**src/rtl/pc_pkg.sv**
```systemverilog
// pc_pkg: shared next-PC select encoding and width helpers for the PC unit
package pc_pkg;

   typedef enum logic [2:0] {SEL_SEQ, SEL_BR, SEL_JMP, SEL_CALL, SEL_RET} pc_sel_e;

   function automatic int log2(input int n);
      return $clog2(n);
   endfunction

endpackage

```
**src/rtl/pc_ras.sv**
```systemverilog
// pc_ras: circular return-address stack; a push when full overwrites the oldest entry
module pc_ras #(
   parameter int W     = 16,
   parameter int DEPTH = 4
) (
   input  logic         clk,
   input  logic         rst_n,
   input  logic         push,
   input  logic         pop,
   input  logic [W-1:0] push_data,
   output logic [W-1:0] top_data,
   output logic         empty,
   output logic         full,
   output logic         overflow
);
   import pc_pkg::*;

   localparam int RAS_PTR_W = log2(DEPTH);
   localparam logic [RAS_PTR_W-1:0] ONE = 1;

   logic [W-1:0]         mem [DEPTH];
   logic [RAS_PTR_W-1:0] tp;
   logic [RAS_PTR_W:0]   cnt;

   assign top_data = mem[tp - ONE];
   assign empty    = (cnt == '0);
   assign full     = (cnt == (RAS_PTR_W+1)'(DEPTH));

   // tp is the next write slot; when full it also points at the oldest entry
   always_ff @(posedge clk or negedge rst_n) begin
      if (!rst_n) begin
         tp       <= '0;
         cnt      <= '0;
         overflow <= 1'b0;
      end else if (push) begin
         tp       <= tp + ONE;
         cnt      <= full ? cnt : cnt + 1'b1;
         overflow <= overflow | full;
      end else if (pop) begin
         tp       <= tp - ONE;
         cnt      <= cnt - 1'b1;
      end
   end

   // entry storage needs no reset; the count decides what is valid
   always_ff @(posedge clk) begin
      if (push) mem[tp] <= push_data;
   end

endmodule

```
**src/rtl/pc_unit.sv**
```systemverilog
// pc_unit: PC register with seq/branch/jump/call/return select and RAS; PC_ALIGN_CHECK_EN adds the misalign flag
module pc_unit #(
   parameter int                 BUS_WIDTH    = 16,
   parameter int                 INC          = 4,
   parameter int                 RAS_DEPTH    = 4,
   parameter logic [BUS_WIDTH-1:0] RESET_VECTOR = '0
) (
   input  logic                 clk,
   input  logic                 rst_n,
   input  logic                 stall,
   input  logic                 br_taken,
   input  logic [BUS_WIDTH-1:0] br_offset,
   input  logic                 jump,
   input  logic                 call,
   input  logic                 ret,
   input  logic [BUS_WIDTH-1:0] jump_target,
   output logic [BUS_WIDTH-1:0] pc,
   output logic [BUS_WIDTH-1:0] pc_plus_inc,
   output logic                 ras_empty,
   output logic                 ras_full,
   output logic                 ras_overflow,
   output logic                 ret_underflow,
   output logic                 misalign
);
   import pc_pkg::*;

   pc_sel_e              sel;
   logic [BUS_WIDTH-1:0] next_pc;
   logic [BUS_WIDTH-1:0] ras_top;
   logic                 push;
   logic                 pop;

   assign pc_plus_inc   = pc + BUS_WIDTH'(INC);
   assign push          = ~stall & (sel == SEL_CALL);
   assign pop           = ~stall & (sel == SEL_RET) & ~ras_empty;
   assign ret_underflow = rst_n & ~stall & (sel == SEL_RET) & ras_empty;

   // fixed priority: ret > call > jump > branch > sequential
   always_comb begin
      sel     = ret ? SEL_RET : call ? SEL_CALL : jump ? SEL_JMP : br_taken ? SEL_BR : SEL_SEQ;
      next_pc = (sel == SEL_RET)  ? (ras_empty ? pc_plus_inc : ras_top) :
                (sel == SEL_CALL || sel == SEL_JMP) ? jump_target :
                (sel == SEL_BR)   ? pc + br_offset : pc_plus_inc;
   end

   // PC register holds during stall
   always_ff @(posedge clk or negedge rst_n) begin
      if (!rst_n)      pc <= RESET_VECTOR;
      else if (!stall) pc <= next_pc;
   end

   pc_ras #(.W(BUS_WIDTH), .DEPTH(RAS_DEPTH)) u_ras (
      .clk       (clk),
      .rst_n     (rst_n),
      .push      (push),
      .pop       (pop),
      .push_data (pc_plus_inc),
      .top_data  (ras_top),
      .empty     (ras_empty),
      .full      (ras_full),
      .overflow  (ras_overflow)
   );

`ifdef PC_ALIGN_CHECK_EN
   // flag the cycle after a non-stalled load of a PC that is not INC-aligned
   always_ff @(posedge clk or negedge rst_n) begin
      if (!rst_n) misalign <= 1'b0;
      else        misalign <= ~stall & ((next_pc & BUS_WIDTH'(INC - 1)) != '0);
   end
`else
   assign misalign = 1'b0;
`endif

endmodule

```
**config.mk**
```make
export PLATFORM = sky130hd
export DESIGN_NAME = pc_unit
export DESIGN_NICKNAME = d
export VERILOG_FILES = /design/src/rtl/pc_pkg.sv /design/src/rtl/pc_ras.sv /design/src/rtl/pc_unit.sv
export SDC_FILE = /design/constraint.sdc
export NUM_CORES = 1
export LEC_CHECK = 0
export CORE_MARGIN = 10
export CORE_UTILIZATION = 49
export CTS_BUF_LIST = sky130_fd_sc_hd__clkbuf_16
export DETAILED_ROUTE_END_ITERATION = 6
export GPL_TIMING_DRIVEN = 0
export PLACE_DENSITY = 0.83
export SLEW_MARGIN = 20
export SYNTH_ARGS = -nofsm -noshare
export SYNTH_HDL_FRONTEND = slang
export SYNTH_HIERARCHICAL = 1
export SYNTH_SLANG_ARGS = --single-unit
```
**constraint.sdc**
```tcl
create_clock -name clk -period 2.5 [get_ports clk]
set_input_delay 0.5 -clock clk [delete_from_list [all_inputs] [get_ports clk]]
set_output_delay 0.5 -clock clk [all_outputs]
set_load 0.02 [all_outputs]
```
==> results.toml, run 1 <==
[run_status]
outcome = "finished with violations"
violations = "setup timing"

[setup_path]
worstPathCellList = "ha_4 -> nand4_1 -> nor4_2 -> xor2_1 -> clkdlybuf4s15_2"
cp_slowest_cell = "dfrtp_2"
required_ns = 2.00
critPathLaunchType = "register"
critPathMaxFanout = 7
slowest_delay_ns = 0.44
end_kind = "output pin"
rr_worst_depth = 11
r2r_slack_ns = 0.07
cp.arrival_ns = 2.01
timing.rr.start = "u_ras/tp[0]"
rr_endpoint = "pc[3]"
critPathKind = "register to output pin"

[power_and_ir_drop]
ir_worst_vdd_uv = 650
finalPower_mw = 7.92
p_leak_nw = 2.55
power_density_nw_per_um2 = 1170

[final_layout]
fillCellCount = 673
post-route-util_pct = 68.9
multiInputGateArea_um2 = 2660
stdcell_area_um2 = 6760
antenna_cells = 0
final_cell_mix = "edfxtp_1 (64), clkdlybuf4s50_1 (57), buf_4 (41)"
area_growth_pct = 36.4
final_layout_size_suffix_gt1_share_pct = 30.5
mostFrequentLayoutCell = "edfxtp_1"
stdcell_count = 665
final_nets = 588
ff_latch_area_um2 = 2480

[logic_synthesis]
ys_ff_latch = 86
syn_area_um2 = 4960
synth_top_area_share_pct = 38.8
synthArstFlopShare_pct = 25.6
ys_warn_count = 6
syn_avg_cell_area_um2 = 12.1
synth.yosys.seq_area_share_pct = 49.9
netlist_instances = 411
synthFlopType = "edfxtp_1"
synth-edff-count = 64
yosys.area.top_type = "edfxtp_1"
ys_types = 65
synth.net_count = 472
ys_top_cells_by_area = "edfxtp_1 (39%), dfrtp_1 (11%), ha_1 (5.0%), mux4_1 (4.2%), mux4_2 (3.6%)"

[clocking]
hold_buffers = 0
clk_pin_slew_ns = 0.06
cts-root-buf = "clkbuf_16"
cts_buffers = 9
cts_max_level = 3
clk_latency_ns = 0.33
cts.sinks = 86
tritoncts = "yes"
clock_path_buffers = 2

[detailed_routing]
drt_iter0_drc = 474
ant_nets = 0
first_pass_iters = 5
postRouteWirelength_mm = 15.4
vias = 4190
drc = 0
vias_per_cell = 6.30
wl_per_cell_um = 23.1

[die]
die_area_um2 = 14500
ios = 76
die_w_um = 121
fp.coreArea_um2 = 9820
row_count = 36
die_h_um = 121
start_util_pct = 50.5

[sta]
fmaxAchievable_ghz = 0.399
max_slew_margin_pct = 46.3
maxSlewViolCount = 0
rsz0062_at_grt = "yes"
min_period_ns = 2.51
fin_ws_ns = -0.00653
finalClockSkew_ns = 0.00882
timing.hold.ws_ns = 0.171
setup-violations-final = 1
hold_violations = 0
tightest_slew_ns = 0.802
period_share_pct = 100

[global_route]
antenna_found_initial = 0
grt_pass1_vias = 4125
track_usage_pct = 20.1
grt_max_degree = 24
grt_pass1_wl_mm = 22.9
overflow = 0

[job]
drv_cap = 0

[placed_design]
port_buffers = 73
post-dp-hpwl_mm = 10.1
placed_cells_incl_taps = 617
place.gp.congestion = 0.921
placed_area_um2 = 5870

[worst_hold_path]
hp-class = "input port to asynchronous set/reset pin"
Yosys cell counts, types with 3 or more instances:
cell type and instances:
o211ai_1 7, mux4_1 8, a221o_1 4, a211oi_1 3, a22oi_1 4, o21bai_1 3, a21o_1 5, buf_2 4
clkbuf_1 9, nand2_1 32, o31ai_1 3, o221ai_1 5, ha_1 20, a21oi_1 25, or2_2 5, nor3b_1 4
nor3_1 5, o21a_1 3, mux2i_1 5, nand4_1 5, or3_1 5, nor2b_1 4, and4_1 5, nor2_1 20
o21ai_0 16, nand2b_1 4, inv_1 17, mux2_2 3, edfxtp_1 64, a31oi_1 6, mux4_2 8, dfrtp_1 22
and2_1 9, buf_4 3, a221oi_1 9, xor2_1 5, nand3_1 6, xnor2_1 17
report_power, final:
part / internal (mW) / switching [mW] / total, mW / leakage [nW]
combinational: 2.08 / 2.40 / 4.48 / 1.59
clock: 0.656 / 0.516 / 1.17 / 0.135
sequential: 1.94 / 0.329 / 2.27 / 0.827
total: 4.68 / 3.24 / 7.92 / 2.55
state kept, by name, indices dropped and copies added (netlist names):
signal / cells
pc: 16
u_ras/cnt: 3
u_ras/mem: 64
u_ras/overflow: 1
u_ras/tp: 2
cell families (layout without fill, tap and decap cells):
group | Yosys count | in the layout | synth area share [%]
multiplexers | 24 | 24 | 9.57
other | 1 | 1 | 0.0756
flip-flops | 86 | 86 | 49.9
AO/OA/AOI/OAI | 111 | 111 | 15.9
buffers and inverters | 37 | 158 | 3.63
XOR/XNOR | 22 | 22 | 3.89
adder cells (fa/ha/maj) | 22 | 22 | 5.86
AND/OR/NAND/NOR | 108 | 108 | 11.3
metrics by stage:
stage	setup TNS [ns]	setup slack, ns
6_report	-0.00653	-0.00653
5_1_grt	-0.158	-0.0701
4_1_cts	-0.131	-0.131
3_5_place_dp	-44.53	-0.552
3_3_place_gp	-39.96	-0.846
2_1_floorplan	0	0.00698
routing by layer:
layer | GRT usage (%) | wire [um]
met5 | 0 | 0
met4 | 9.50 | 560
met3 | 4.28 | 1250
met2 | 34.1 | 7630
met1 | 23.7 | 5910
how the worst max path moves through the flow:
stage                     start                to  slack, ns  cells after the start
after floorplan           stall      u_ras/cnt[2]      0.007                     10
after global placement    rst_n     ret_underflow      -0.85                      3
final                     pc[3]   pc_plus_inc[12]     -0.007                      5
after detailed placement  stall  u_ras/mem[0][12]      -0.55                      6
after global routing      pc[5]    pc_plus_inc[9]      -0.07                      6
after CTS                 pc[4]   pc_plus_inc[15]      -0.13                      6
critical path, delay by kind of cell, from the launching register on:
| kind | cells | cell delay (ns) |
|---|---|---|
| and+or+nand+nor | 2 | 0.50 |
| DFF | 1 | 0.44 |
| buffers and inverters | 1 | 0.30 |
| xor gates and xnor gates | 1 | 0.23 |
| adders and majority gates | 1 | 0.20 |
area by class of cell:
type,count,share of cell area [%]
plain buffers,18,2.40
repair buffers,107,14.2
well taps,133,2.46
flip-flops and latches,86,36.7
multi-input cells,288,39.4
inverters,17,0.999
clock inverters,7,0.499
clock buffers,9,3.33
what timing repair did:
item                                    in CTS  in global routing
endpoints found under the hold margin        0                  0
endpoints found under the setup margin      93                 26
gates resized for setup                     94                 58
setup buffers                               14                 20
pin swaps                                   13                 16
Power figures use the tool's default switching activity.
==> run 2, diff against run 1 <==
Settings changed: HOLD_SLACK_MARGIN from default to 0.05.
==> results of run 2 <==
No change in the layout: final DEF, timing and power equal those of run 1.
==> run 3, diff against run 2 <==
Settings changed: CORE_MARGIN 10 to default, PLACE_DENSITY 0.83 to 0.84, SYNTH_HIERARCHICAL 1 to default.
==> results.toml, run 3 <==
[clocking]
cts.sinks = 86
tritoncts = "yes"
cts_max_level = 3
clk_latency_ns = 0.33
clk_pin_slew_ns = 0.06
cts-root-buf = "clkbuf_16"
clock_path_buffers = 2
cts_buffers = 9
hold_buffers = 0

[global_route]
grt_pass1_wl_mm = 21.1
gr-max-usage-layer = "met2"
grt_pass1_vias = 4000
use_met1_pct = 35.1
overflow = 0
globalRouteMet2Util_pct = 46.0
grt_max_degree = 24
track_usage_pct = 28.4
antenna_found_initial = 0
grtUsageMet3_pct = 6.45

[final_layout]
regMostFlops = "u_ras.mem"
stdcell_count = 644
largest_reg_flops = 64
stdcell_area_um2 = 6580
reg.largest.list = "u_ras.mem: 64 flops, pc: 16 flops, u_ras.cnt: 3 flops"
final_cell_mix = "edfxtp_1 (64), clkdlybuf4s50_1 (58), buf_4 (43)"
area_growth_pct = 37.1
final_layout_size_suffix_gt1_share_pct = 29.9
fillCellCount = 613
mostFrequentLayoutCell = "edfxtp_1"
final_nets = 571
post-route-util_pct = 70.2
antenna_cells = 0

[logic_synthesis]
yosys.area.top_type = "edfxtp_1"
synth_most_common_cell = "edfxtp_1"
ys_ff_latch = 86
synth_common_cells = "edfxtp_1 (64), nor2_1 (30), nand2_1 (29)"
syn_avg_cell_area_um2 = 12.3
netlist_instances = 391
synth.net_count = 452
syn_area_um2 = 4800
synth.yosys.seq_area_share_pct = 51.5
ys_types = 68
synthFlopType = "edfxtp_1"
ys_top_cells_by_area = "edfxtp_1 (40%), dfrtp_1 (11%), mux4_2 (6.1%), ha_1 (5.2%), xnor2_1 (3.3%)"
synth-edff-count = 64
ys_warn_count = 0
synth_top_area_share_pct = 40.1
synthArstFlopShare_pct = 25.6

[detailed_routing]
vias = 4074
postRouteWirelength_mm = 14.7
vias_per_cell = 6.33
drt_iter0_drc = 592
drc = 0
ant_nets = 0
wl_per_cell_um = 22.8
first_pass_iters = 5

[sta]
hold_violations = 0
period_share_pct = 99.4
setup-violations-final = 0
rsz0062_at_grt = "yes"
fmaxAchievable_ghz = 0.402
min_period_ns = 2.49
maxSlewViolCount = 0
tightest_slew_ns = 0.902
finalClockSkew_ns = 0.0115
fin_ws_ns = 0.0140
max_slew_margin_pct = 39.9

[worst_hold_path]
hp-class = "input port to asynchronous set/reset pin"

[die]
ios = 76
row_count = 35
die_h_um = 101
start_util_pct = 51.2
die_w_um = 101
fp.coreArea_um2 = 9370
die_area_um2 = 10200

[setup_path]
cp.arrival_ns = 1.99
end_kind = "output pin"
timing.rr.start = "pc[0]"
critPathMaxFanout = 5
startpoint = "pc[4]"
critPathKind = "register to output pin"
critPathLaunchType = "register"
required_ns = 2.00

[power_and_ir_drop]
p_clk_share_pct = 14.7
switching_power_mw = 3.31
finalPower_mw = 8.05
seq_power_share_pct = 28.3
ir_worst_vdd_uv = 683
p_leak_nw = 2.50
p_int_mw = 4.74
switching_share_pct = 41.1
pwr-share-comb_pct = 57.0
power_density_nw_per_um2 = 1220

[placed_design]
pre_cts_ws_ns = -0.779
post-dp-hpwl_mm = 8.96
port_buffers = 73
placed_area_um2 = 5690
placed_cells_incl_taps = 593
place.gp.congestion = 0.950

[job]
drv_cap = 0

[run_status]
outcome = "complete, no violations"
run 3: changes by cell type after synthesis, sizes merged, moves of 5 or more:
cell,delta
and2,-8
and3,+9
and4,-5
nand3,+7
nor2,+12
o211ai,-5
o221ai,-5
run 3: area by class of cell:
type / instances / area [um2] / area share (%)
multi-input combinational: 271 / 2490 / 37.9
sequential: 86 / 2490 / 37.8
timing repair buffer: 108 / 973 / 14.8
clock buffer: 9 / 225 / 3.42
tap: 129 / 161 / 2.45
buffer: 17 / 134 / 2.04
inverter: 17 / 70.1 / 1.07
clock inverter: 7 / 36.3 / 0.552
run 3: power groups by stage:
stage	combinational [mW]	clock [mW]	sequential, mW
2_1_floorplan	2.28	0	2.32
3_3_place_gp	3.52	0	2.25
3_5_place_dp	3.62	0	2.27
4_1_cts	3.98	1.18	2.27
5_1_grt	4.82	1.25	2.31
6_report	4.59	1.18	2.28
run 3: path summary, 6_finish.rpt:
path	slack, ns	depth (start not counted)	endpoint
setup / recovery	0.01	5	pc_plus_inc[15]
hold / removal	0.30	1	u_ras.tp[1]
setup reg to reg	0.06	11	pc[4]
hold reg to reg	0.49	1	u_ras.overflow
max in group asynchronous	1.71	1	pc[5]
min in group clk	0.49	1	u_ras.overflow
run 3: what timing repair did:
action | CTS | global route
pin swaps | 13 | 19
setup endpoints to repair | 95 | 53
buffers inserted | 14 | 21
gates resized for setup | 90 | 40
run 3: logic make-up (layout without fill, tap and decap cells):
family	Yosys count	count (layout)	share of synthesized area (%)
buffers and inverters	34	158	3.44
and+or+nand+nor	103	103	10.6
AOI/OAI and AO/OA	96	96	14.2
muxes	21	21	8.84
xor gates and xnor gates	28	28	5.27
adders and majority gates	22	22	6.05
DFF	86	86	51.5
other	1	1	0.0782
run 3: per-layer routing:
layer	vias up	share of wire, %
met5	-	0
met4	0	5.2
li1	1730	-
met3	86	9.9
met2	300	48
met1	1958	37
run 3: worst max-delay path, stage by stage (launching register included):
cell	delay [ns]
dfrtp_2	0.43
nand3_4	0.12
nor4_4	0.39
nand3_2	0.19
xnor2_4	0.24
clkdlybuf4s15_2	0.29
run 3: through the flow:
| stage | TNS (ns) | hold WS (ns) |
|---|---|---|
| finish | 0 | 0.303 |
| global route | -0.363 | 0.326 |
| CTS | -0.0139 | 0.284 |
| detailed placement | -37.44 | 0.467 |
| global placement | -35.58 | 0.455 |
| floorplan | 0 | 0.204 |
